`src/rtl/matvec_sched_if.sv`:
```
// matvec_sched_if
// Bundles every non-clock/reset signal of matvec_sched: the layer-level
// start/inVec handshake, the weight memory read port, the array_prod
// connection and the result/status outputs.
//   master : environment side (layer control, weight memory, array_prod)
//   slave  : matvec_sched side
interface matvec_sched_if #(
  parameter int NUM_ROWS          = 8,
  parameter int HIDDEN_SZ         = 8,
  parameter int BITWIDTH          = 18,
  parameter int ROW_ADDR_BITWIDTH = 3
);
  logic                            start;
  logic [BITWIDTH*HIDDEN_SZ-1:0]   inVec;
  logic [ROW_ADDR_BITWIDTH-1:0]    rowAddr;
  logic [BITWIDTH*HIDDEN_SZ-1:0]   weightRow;
  logic [BITWIDTH*HIDDEN_SZ-1:0]   prodWeight;
  logic [BITWIDTH*HIDDEN_SZ-1:0]   prodVec;
  logic                            prodReset;
  logic                            prodReady;
  logic [BITWIDTH-1:0]             prodResult;
  logic [BITWIDTH*NUM_ROWS-1:0]    outVec;
  logic                            busy;
  logic                            done;
  logic                            error;

  modport master (
    output start, inVec, weightRow, prodReady, prodResult,
    input  rowAddr, prodWeight, prodVec, prodReset, outVec, busy, done, error
  );

  modport slave (
    input  start, inVec, weightRow, prodReady, prodResult,
    output rowAddr, prodWeight, prodVec, prodReset, outVec, busy, done, error
  );
endinterface

```
`src/rtl/matvec_sched.sv`:
```
// matvec_sched
// Time-shares one array_prod dot-product unit over NUM_ROWS weight rows to
// build a full matrix-vector product. The input vector is captured on start,
// each weight row is fetched from a 1-cycle-latency synchronous memory, and
// array_prod is held in reset (prodReset=1) everywhere except RUN so it is
// cleared between rows. Each row's result is copied bit-exact into outVec.
// Ports:
//   clock  : system clock, rising edge
//   reset  : synchronous active-high reset
//   bus    : matvec_sched_if.slave (start/inVec, rowAddr/weightRow,
//            prodWeight/prodVec/prodReset/prodReady/prodResult,
//            outVec, busy, done, error)
//
// state | meaning
// IDLE  | waiting for start; inputs captured on accept
// FETCH | rowAddr presented to the weight memory
// LOAD  | memory data registered into prodWeight, watchdog cleared
// RUN   | array_prod released; waiting for prodReady or watchdog expiry
// STORE | held result written into outVec slot rowIdx
// DONE  | one-cycle done pulse
module matvec_sched #(
  parameter int NUM_ROWS          = 8,
  parameter int HIDDEN_SZ         = 8,
  parameter int QN                = 6,
  parameter int QM                = 11,
  parameter int ROW_ADDR_BITWIDTH = 3,
  parameter int TIMEOUT           = 64
) (
  input logic          clock,
  input logic          reset,
  matvec_sched_if.slave bus
);
  localparam int BITWIDTH = QN + QM + 1;
  localparam int VEC_W    = BITWIDTH * HIDDEN_SZ;
  localparam int OUT_W    = BITWIDTH * NUM_ROWS;
  localparam int WD_W     = (TIMEOUT > 1) ? $clog2(TIMEOUT) : 1;

  localparam logic [WD_W-1:0]              WD_LAST  = WD_W'(TIMEOUT - 1);
  localparam logic [ROW_ADDR_BITWIDTH-1:0] ROW_LAST = ROW_ADDR_BITWIDTH'(NUM_ROWS - 1);

  typedef enum logic [2:0] {
    IDLE,
    FETCH,
    LOAD,
    RUN,
    STORE,
    DONE
  } stateT;

  stateT                        state;
  logic [ROW_ADDR_BITWIDTH-1:0] rowIdx;
  logic [ROW_ADDR_BITWIDTH-1:0] rowAddr;
  logic [VEC_W-1:0]             prodWeight;
  logic [VEC_W-1:0]             prodVec;
  logic [OUT_W-1:0]             outVec;
  logic [BITWIDTH-1:0]          resultHold;
  logic [WD_W-1:0]              wdCnt;
  logic                         prodReset;
  logic                         busy;
  logic                         done;
  logic                         error;

  always_ff @(posedge clock) begin
    if (reset) begin
      state      <= IDLE;
      rowIdx     <= '0;
      rowAddr    <= '0;
      prodWeight <= '0;
      prodVec    <= '0;
      outVec     <= '0;
      resultHold <= '0;
      wdCnt      <= '0;
      prodReset  <= 1'b1;
      busy       <= 1'b0;
      done       <= 1'b0;
      error      <= 1'b0;
    end else begin
      done <= 1'b0;
      unique case (state)
        IDLE: begin
          if (bus.start) begin
            prodVec <= bus.inVec;
            rowIdx  <= '0;
            rowAddr <= '0;
            error   <= 1'b0;
            busy    <= 1'b1;
            state   <= FETCH;
          end
        end
        FETCH: begin
          state <= LOAD;
        end
        LOAD: begin
          prodWeight <= bus.weightRow;
          wdCnt      <= '0;
          prodReset  <= 1'b0;
          state      <= RUN;
        end
        RUN: begin
          // The result is captured here so prodResult is never looked at
          // once array_prod goes back into reset.
          if (bus.prodReady) begin
            resultHold <= bus.prodResult;
            prodReset  <= 1'b1;
            state      <= STORE;
          end else if (wdCnt == WD_LAST) begin
            error     <= 1'b1;
            prodReset <= 1'b1;
            busy      <= 1'b0;
            state     <= IDLE;
          end else begin
            wdCnt <= wdCnt + 1'b1;
          end
        end
        STORE: begin
          for (int r = 0; r < NUM_ROWS; r++) begin
            if (rowIdx == ROW_ADDR_BITWIDTH'(r)) begin
              outVec[r*BITWIDTH +: BITWIDTH] <= resultHold;
            end
          end
          if (rowIdx == ROW_LAST) begin
            done  <= 1'b1;
            state <= DONE;
          end else begin
            // rowAddr moves only here and on start, i.e. on entry to FETCH.
            rowIdx  <= rowIdx + 1'b1;
            rowAddr <= rowIdx + 1'b1;
            state   <= FETCH;
          end
        end
        DONE: begin
          busy  <= 1'b0;
          state <= IDLE;
        end
        default: begin
          state <= IDLE;
        end
      endcase
    end
  end

  assign bus.rowAddr    = rowAddr;
  assign bus.prodWeight = prodWeight;
  assign bus.prodVec    = prodVec;
  assign bus.prodReset  = prodReset;
  assign bus.outVec     = outVec;
  assign bus.busy       = busy;
  assign bus.done       = done;
  assign bus.error      = error;
endmodule

```
`src/flat_wrapper.sv`:
```
// flat-port wrapper written by rule: the top's interface ports become plain ports
module matvec_sched_flat 
#(
  parameter int NUM_ROWS          = 8,
  parameter int HIDDEN_SZ         = 8,
  parameter int QN                = 6,
  parameter int QM                = 11,
  parameter int ROW_ADDR_BITWIDTH = 3,
  parameter int TIMEOUT           = 64
)
  (clock, reset, bus_start, bus_inVec, bus_weightRow, bus_prodReady, bus_prodResult, bus_rowAddr, bus_prodWeight, bus_prodVec, bus_prodReset, bus_outVec, bus_busy, bus_done, bus_error);
  matvec_sched_if #(.NUM_ROWS(NUM_ROWS), .HIDDEN_SZ(HIDDEN_SZ), .BITWIDTH((18)), .ROW_ADDR_BITWIDTH(ROW_ADDR_BITWIDTH)) bus_i ();
  input logic clock;
  input logic reset;
  input wire logic [$bits(bus_i.start)-1:0] bus_start;
  input wire logic [$bits(bus_i.inVec)-1:0] bus_inVec;
  input wire logic [$bits(bus_i.weightRow)-1:0] bus_weightRow;
  input wire logic [$bits(bus_i.prodReady)-1:0] bus_prodReady;
  input wire logic [$bits(bus_i.prodResult)-1:0] bus_prodResult;
  output wire logic [$bits(bus_i.rowAddr)-1:0] bus_rowAddr;
  output wire logic [$bits(bus_i.prodWeight)-1:0] bus_prodWeight;
  output wire logic [$bits(bus_i.prodVec)-1:0] bus_prodVec;
  output wire logic [$bits(bus_i.prodReset)-1:0] bus_prodReset;
  output wire logic [$bits(bus_i.outVec)-1:0] bus_outVec;
  output wire logic [$bits(bus_i.busy)-1:0] bus_busy;
  output wire logic [$bits(bus_i.done)-1:0] bus_done;
  output wire logic [$bits(bus_i.error)-1:0] bus_error;
  assign bus_i.start = bus_start;
  assign bus_i.inVec = bus_inVec;
  assign bus_i.weightRow = bus_weightRow;
  assign bus_i.prodReady = bus_prodReady;
  assign bus_i.prodResult = bus_prodResult;
  assign bus_rowAddr = bus_i.rowAddr;
  assign bus_prodWeight = bus_i.prodWeight;
  assign bus_prodVec = bus_i.prodVec;
  assign bus_prodReset = bus_i.prodReset;
  assign bus_outVec = bus_i.outVec;
  assign bus_busy = bus_i.busy;
  assign bus_done = bus_i.done;
  assign bus_error = bus_i.error;
  matvec_sched #(.NUM_ROWS(NUM_ROWS), .HIDDEN_SZ(HIDDEN_SZ), .QN(QN), .QM(QM), .ROW_ADDR_BITWIDTH(ROW_ADDR_BITWIDTH), .TIMEOUT(TIMEOUT)) u_core (.clock(clock), .reset(reset), .bus(bus_i));
endmodule
```
`config.mk`:
```
export PLATFORM = sky130hd
export DESIGN_NAME = matvec_sched_flat
export DESIGN_NICKNAME = d
export VERILOG_FILES = /design/src/rtl/matvec_sched_if.sv /design/src/rtl/matvec_sched.sv /design/src/flat_wrapper.sv
export SDC_FILE = /design/constraint.sdc
export NUM_CORES = 1
export LEC_CHECK = 0
export ABC_AREA = 1
export CAP_MARGIN = 20
export CORE_ASPECT_RATIO = 0.7
export CORE_MARGIN = 10
export CORE_UTILIZATION = 23
export CTS_BUF_LIST = sky130_fd_sc_hd__clkbuf_16
export CTS_CLUSTER_DIAMETER = 30
export DETAILED_ROUTE_END_ITERATION = 16
export PLACE_DENSITY_LB_ADDON = 0.08
export SLEW_MARGIN = 10
export SYNTH_ARGS = -nofsm -noshare
export SYNTH_HDL_FRONTEND = slang
export SYNTH_SLANG_ARGS = --single-unit
export TNS_END_PERCENT = 5
```
`constraint.sdc`:
```
create_clock -name clock -period 1.9 [get_ports clock]
set_clock_uncertainty 0.2 [all_clocks]
set_input_delay 0.38 -clock clock [delete_from_list [all_inputs] [get_ports clock]]
set_output_delay 0.38 -clock clock [all_outputs]
set_load 0.01 [all_outputs]
```
-- Word level (Yosys, flattened, before mapping)
Cells that the tools add are included.
- word-level logic and storage cells: 85
- flip-flop bits (word level): 466
- bits of input ports: 310
- muxes and demuxes: 22
- $add $sub $neg: 2
- bitwise operators: 1
- equality and inequality tests: 19
- reduce and logical (&&, ||, !) cells: 23
- operators by type and width (operator ; count):
    2-bit AND reduction ; 12
    3-bit == test, second input constant ; 6
    3-bit 2-to-1 mux ; 6
    3-bit case mux with 5 select lines ; 1
    3-bit by 2-bit == test with 1-bit output, second input constant ; 4
    6-bit 2-to-1 mux ; 2
    6-bit case mux with 2 select lines ; 1
    1-bit 2-to-1 mux ; 8
    2-bit != test, second input constant ; 4
    4-bit AND reduction ; 2
    6-bit by 1-bit adder with 6-bit output, second input constant ; 1
    3-bit by 1-bit == test with 1-bit output, second input constant ; 2
    6-bit == test, second input constant ; 1
    3-bit zero test ; 2
    3-bit case mux with 2 select lines ; 1
    3-bit AND reduction ; 2
    2-bit nonzero test ; 3
    1-bit case mux with 2 select lines ; 2
    3-bit by 1-bit adder with 3-bit output, second input constant ; 1
    3-bit by 2-bit != test with 1-bit output, second input constant ; 1
    1-bit case mux with 3 select lines ; 1
    3-bit nonzero test ; 1
    2-bit by 1-bit != test with 1-bit output, second input constant ; 1
    2-bit OR reduction ; 1
    1-bit NOT ; 1

-- Longest topological paths before layout
- depth in word-level cells: 4
- gate-level depth with buffers: 9
- depth with buffers taken out: 9

-- Least setup slack after synthesis
OpenSTA, ideal clock, no wires.
- path kind: register to register
- start point: register u_core.bus.rowAddr[0] (netlist name)
- end point: register u_core.outVec[133], in the netlist u_core.bus.outVec[133]
- path slack: 0.086 ns
- library setup time: 0.070 ns
- cell stages (with the launch flop): 7
- arrival time: 1.543 ns
- cells stage by stage: dfxtp_1 ha_1 ha_1 clkbuf_1 buf_1 nand3_1 a21oi_1
- RTL lines (item ; RTL line ; source):
    to (signal, indexed assignment) ; matvec_sched.sv:118 ; outVec[r*BITWIDTH +: BITWIDTH] <= resultHold;
    to (decl) ; matvec_sched.sv:55 ; logic [OUT_W-1:0] outVec;

-- Worst setup path in the final report
- start point: register u_core.prodVec[125], in the netlist u_core.bus.prodVec[125]
- end point: output port bus_prodVec[125]
- RTL lines (item ; RTL line ; source):
    from (decl) ; matvec_sched.sv:54 ; logic [VEC_W-1:0] prodVec;
    from (signal assigned) ; matvec_sched.sv:82 ; prodVec <= bus.inVec;
    to (decl) ; flat_wrapper.sv:22 ; output wire logic [$bits(bus_i.prodVec)-1:0] bus_prodVec;
No word-level cell between the ends.

==> flow_summary.ini <==
[global_route]
grt_usage_pct = 18.4
antenna_found_initial = 8
grt_pass1_wl_um = 114000
grt_overflow = 0
first_global_vias = 16100
grt_max_degree = 70

[floorplanning]
rows = 81
die_w_um = 338
core-area_sq_um = 70000
start_util_pct = 23.3
die_h_um = 243
io_pins = 749
dieArea_sq_um = 82100

[finish]
nets = 3114
syn_to_final_growth_pct = 75.4
finalInstanceArea_sq_um = 28600
drive_above_1_share_pct = 14.5
final_util_pct = 40.8

[setup_path]
crit_fanout = 2
cp_slowest_cell = dfxtp_1
crit_required_ns = 1.32
critical-path-max-stage-delay_ns = 0.34
startpoint = u_core.bus.prodVec[125]
startpoint_type = flip-flop
worstSetupEndpointType = primary output
reg2reg_from = u_core.state[1]
worstPathCellList = dlygate4sd2_1
crit_buf_inv = 1
path_class = flip-flop to primary output
cp.arrival_ns = 1.27
cp_top_family = flip-flops

[logic_synthesis]
synth-async-reset-ratio_pct = 0
synth.distinct_cells = 27
yosysSeqAreaShare_pct = 57.2
synth_cells = 2022
synth_area_sq_um = 16300
yosysWarningCount = 0
synth.net_count = 2339
synth_edf_count = 0
ys.flop_type = dfxtp_1
synth_area_per_cell_sq_um = 8.07
ys_ff_latch = 466

[route]
routed_via_density = 4.28
ant_nets = 0
drt_iter0_markers = 907
num_vias = 16500
drcViolationCount = 0
drt_first_pass_iters = 6
wl_per_cell_um = 20.7
wirelength_um = 79600

[placed_design]
gp_congestion = 0.842
placed_cell_area_sq_um = 25100
place_hpwl_um = 60600
portBuffers = 748

[clock_tree]
cts_buffers = 107
clock_latency_ns = 0.64
root_buffer = clkbuf_16
clk_pin_slew_ns = 0.05
cts_tree = yes
htree_levels = 3
clockBufferDepth = 3
cts_sinks = 466

[sta]
finalSetupViolations = 0
fin_setup_tns_ns = 0
maxSlewHeadroom_pct = 67.8
finalHoldViolations = 0
worst_slew_pin_slew_ns = 0.483
period_needed_ns = 1.85
period_share_pct = 97.4
fmax_mhz = 540
slew_violations = 0

[pwr]
p_per_area_nw_per_um2 = 1160
peakVddDrop_mv = 0.538
power_w = 0.0333
p_leak_nw = 11.3

[status]
outcome = complete, no violations

[hold_path]
hold_path.class = primary input to flip-flop
holdCritStartpoint = bus_weightRow[20]

[run]
maxCapViolCount = 0
layout by cell type (no fill, tap or decap), drive strengths merged, types with 7 or more instances in the layout:
master and count:
nand2 640, dfxtp 466, a21oi 459, clkdlybuf4s50 308
clkdlybuf4s15 245, clkbuf 154, o21ai 137, dlygate4sd2 132
inv 100, buf 82, clkinv 52, nand3 51
bufinv 20, nor2 17, clkinvlp 12, ha 7
state kept, by name, indices dropped and copies added, names as in the netlist, 3 cells and up:
signal                 cells
u_core.bus.rowAddr         3
u_core.resultHold         18
u_core.bus.outVec        144
u_core.state               3
u_core.bus.prodWeight    144
u_core.wdCnt               6
u_core.bus.prodVec       144
final timing paths:
kind / depth (start not counted) / endpoint / slack (ns)
setup / recovery: 1 / bus_prodVec[125] / 0.05
hold / removal: 3 / u_core.bus.prodWeight[20] / 0.09
setup reg to reg: 7 / u_core.bus.prodWeight[52] / 0.11
hold reg to reg: 2 / u_core.bus.outVec[84] / 0.24
worst register-to-register path, delay by kind of cell, from the launching register on:
kind	cells	cell delay, ns
AOI/OAI and AO/OA	1	0.13
and+or+nand+nor	3	0.48
DFF	1	0.43
buffers and inverters	3	0.48
Yosys cell counts (7+ instances only):
library cell | instances | area [sq um]
o21ai_0 | 134 | 671
nand2_1 | 636 | 2390
ha_1 | 7 | 87.6
buf_2 | 67 | 335
nor2_1 | 12 | 45.0
dfxtp_1 | 466 | 9330
buf_6 | 8 | 90.1
nand3_1 | 47 | 235
a21oi_1 | 459 | 2300
clkbuf_1 | 59 | 221
inv_1 | 88 | 330
buf_4 | 10 | 75.1
per-layer routing:
| layer | routed length, um | GRT usage [%] |
|---|---|---|
| met1 | 32700 | 21.8 |
| met2 | 38800 | 30.9 |
| met3 | 6290 | 6.39 |
| met4 | 1700 | 5.54 |
| met5 | 33 | 0 |
per-stage QoR:
step	cells	hold WS [ns]	setup slack, ns
4_1_cts	3842	0.0400	-0.000266
3_3_place_gp	3640	0.231	-0.0845
3_5_place_dp	3640	0.237	-0.152
5_1_grt	3848	0.0562	-0.00401
6_report	3848	0.0917	0.0490
2_1_floorplan	2022	0.267	0.0864
cells by family (layout without fill, tap and decap cells):
group                    after synthesis  in the layout  share of synthesized area [%]
buffers and inverters                239           1106                           6.63
flip-flops                           466            466                           57.2
AND/OR/NAND/NOR                      711            711                           17.2
AO/OA/AOI/OAI                        599            599                           18.4
other                                  0              5                              0
adder cells (fa/ha/maj)                7              7                          0.537
area by class of cell:
| class | instances | area (sq um) |
|---|---|---|
| Tap cell | 954 | 1190 |
| Clock buffer | 110 | 2750 |
| Fill cell | 7055 | 41400 |
| Sequential cell | 466 | 9340 |
| Antenna cell | 5 | 12.5 |
| Clock inverter | 91 | 1030 |
| Inverter | 93 | 359 |
| Multi-Input combinational cell | 1317 | 5920 |
| Timing Repair Buffer | 812 | 8000 |
timing repair:
item / CTS / global route
hold buffers: 1 / 0
setup endpoints to repair: 438 / 121
setup buffers: 0 / 1
hold endpoints to repair: 9 / 0
cloned: 0 / 0
pin swaps: 0 / 1
resized for setup: 824 / 107
power by group:
part | internal (W) | switching, W | leakage [nW]
registers | 0.0103 | 0.000302 | 3.79
clock network | 0.0132 | 0.00602 | 1.84
logic | 0.00164 | 0.00186 | 5.71
total | 0.0251 | 0.00818 | 11.3
No activity file was read; power rests on OpenSTA's default activity.
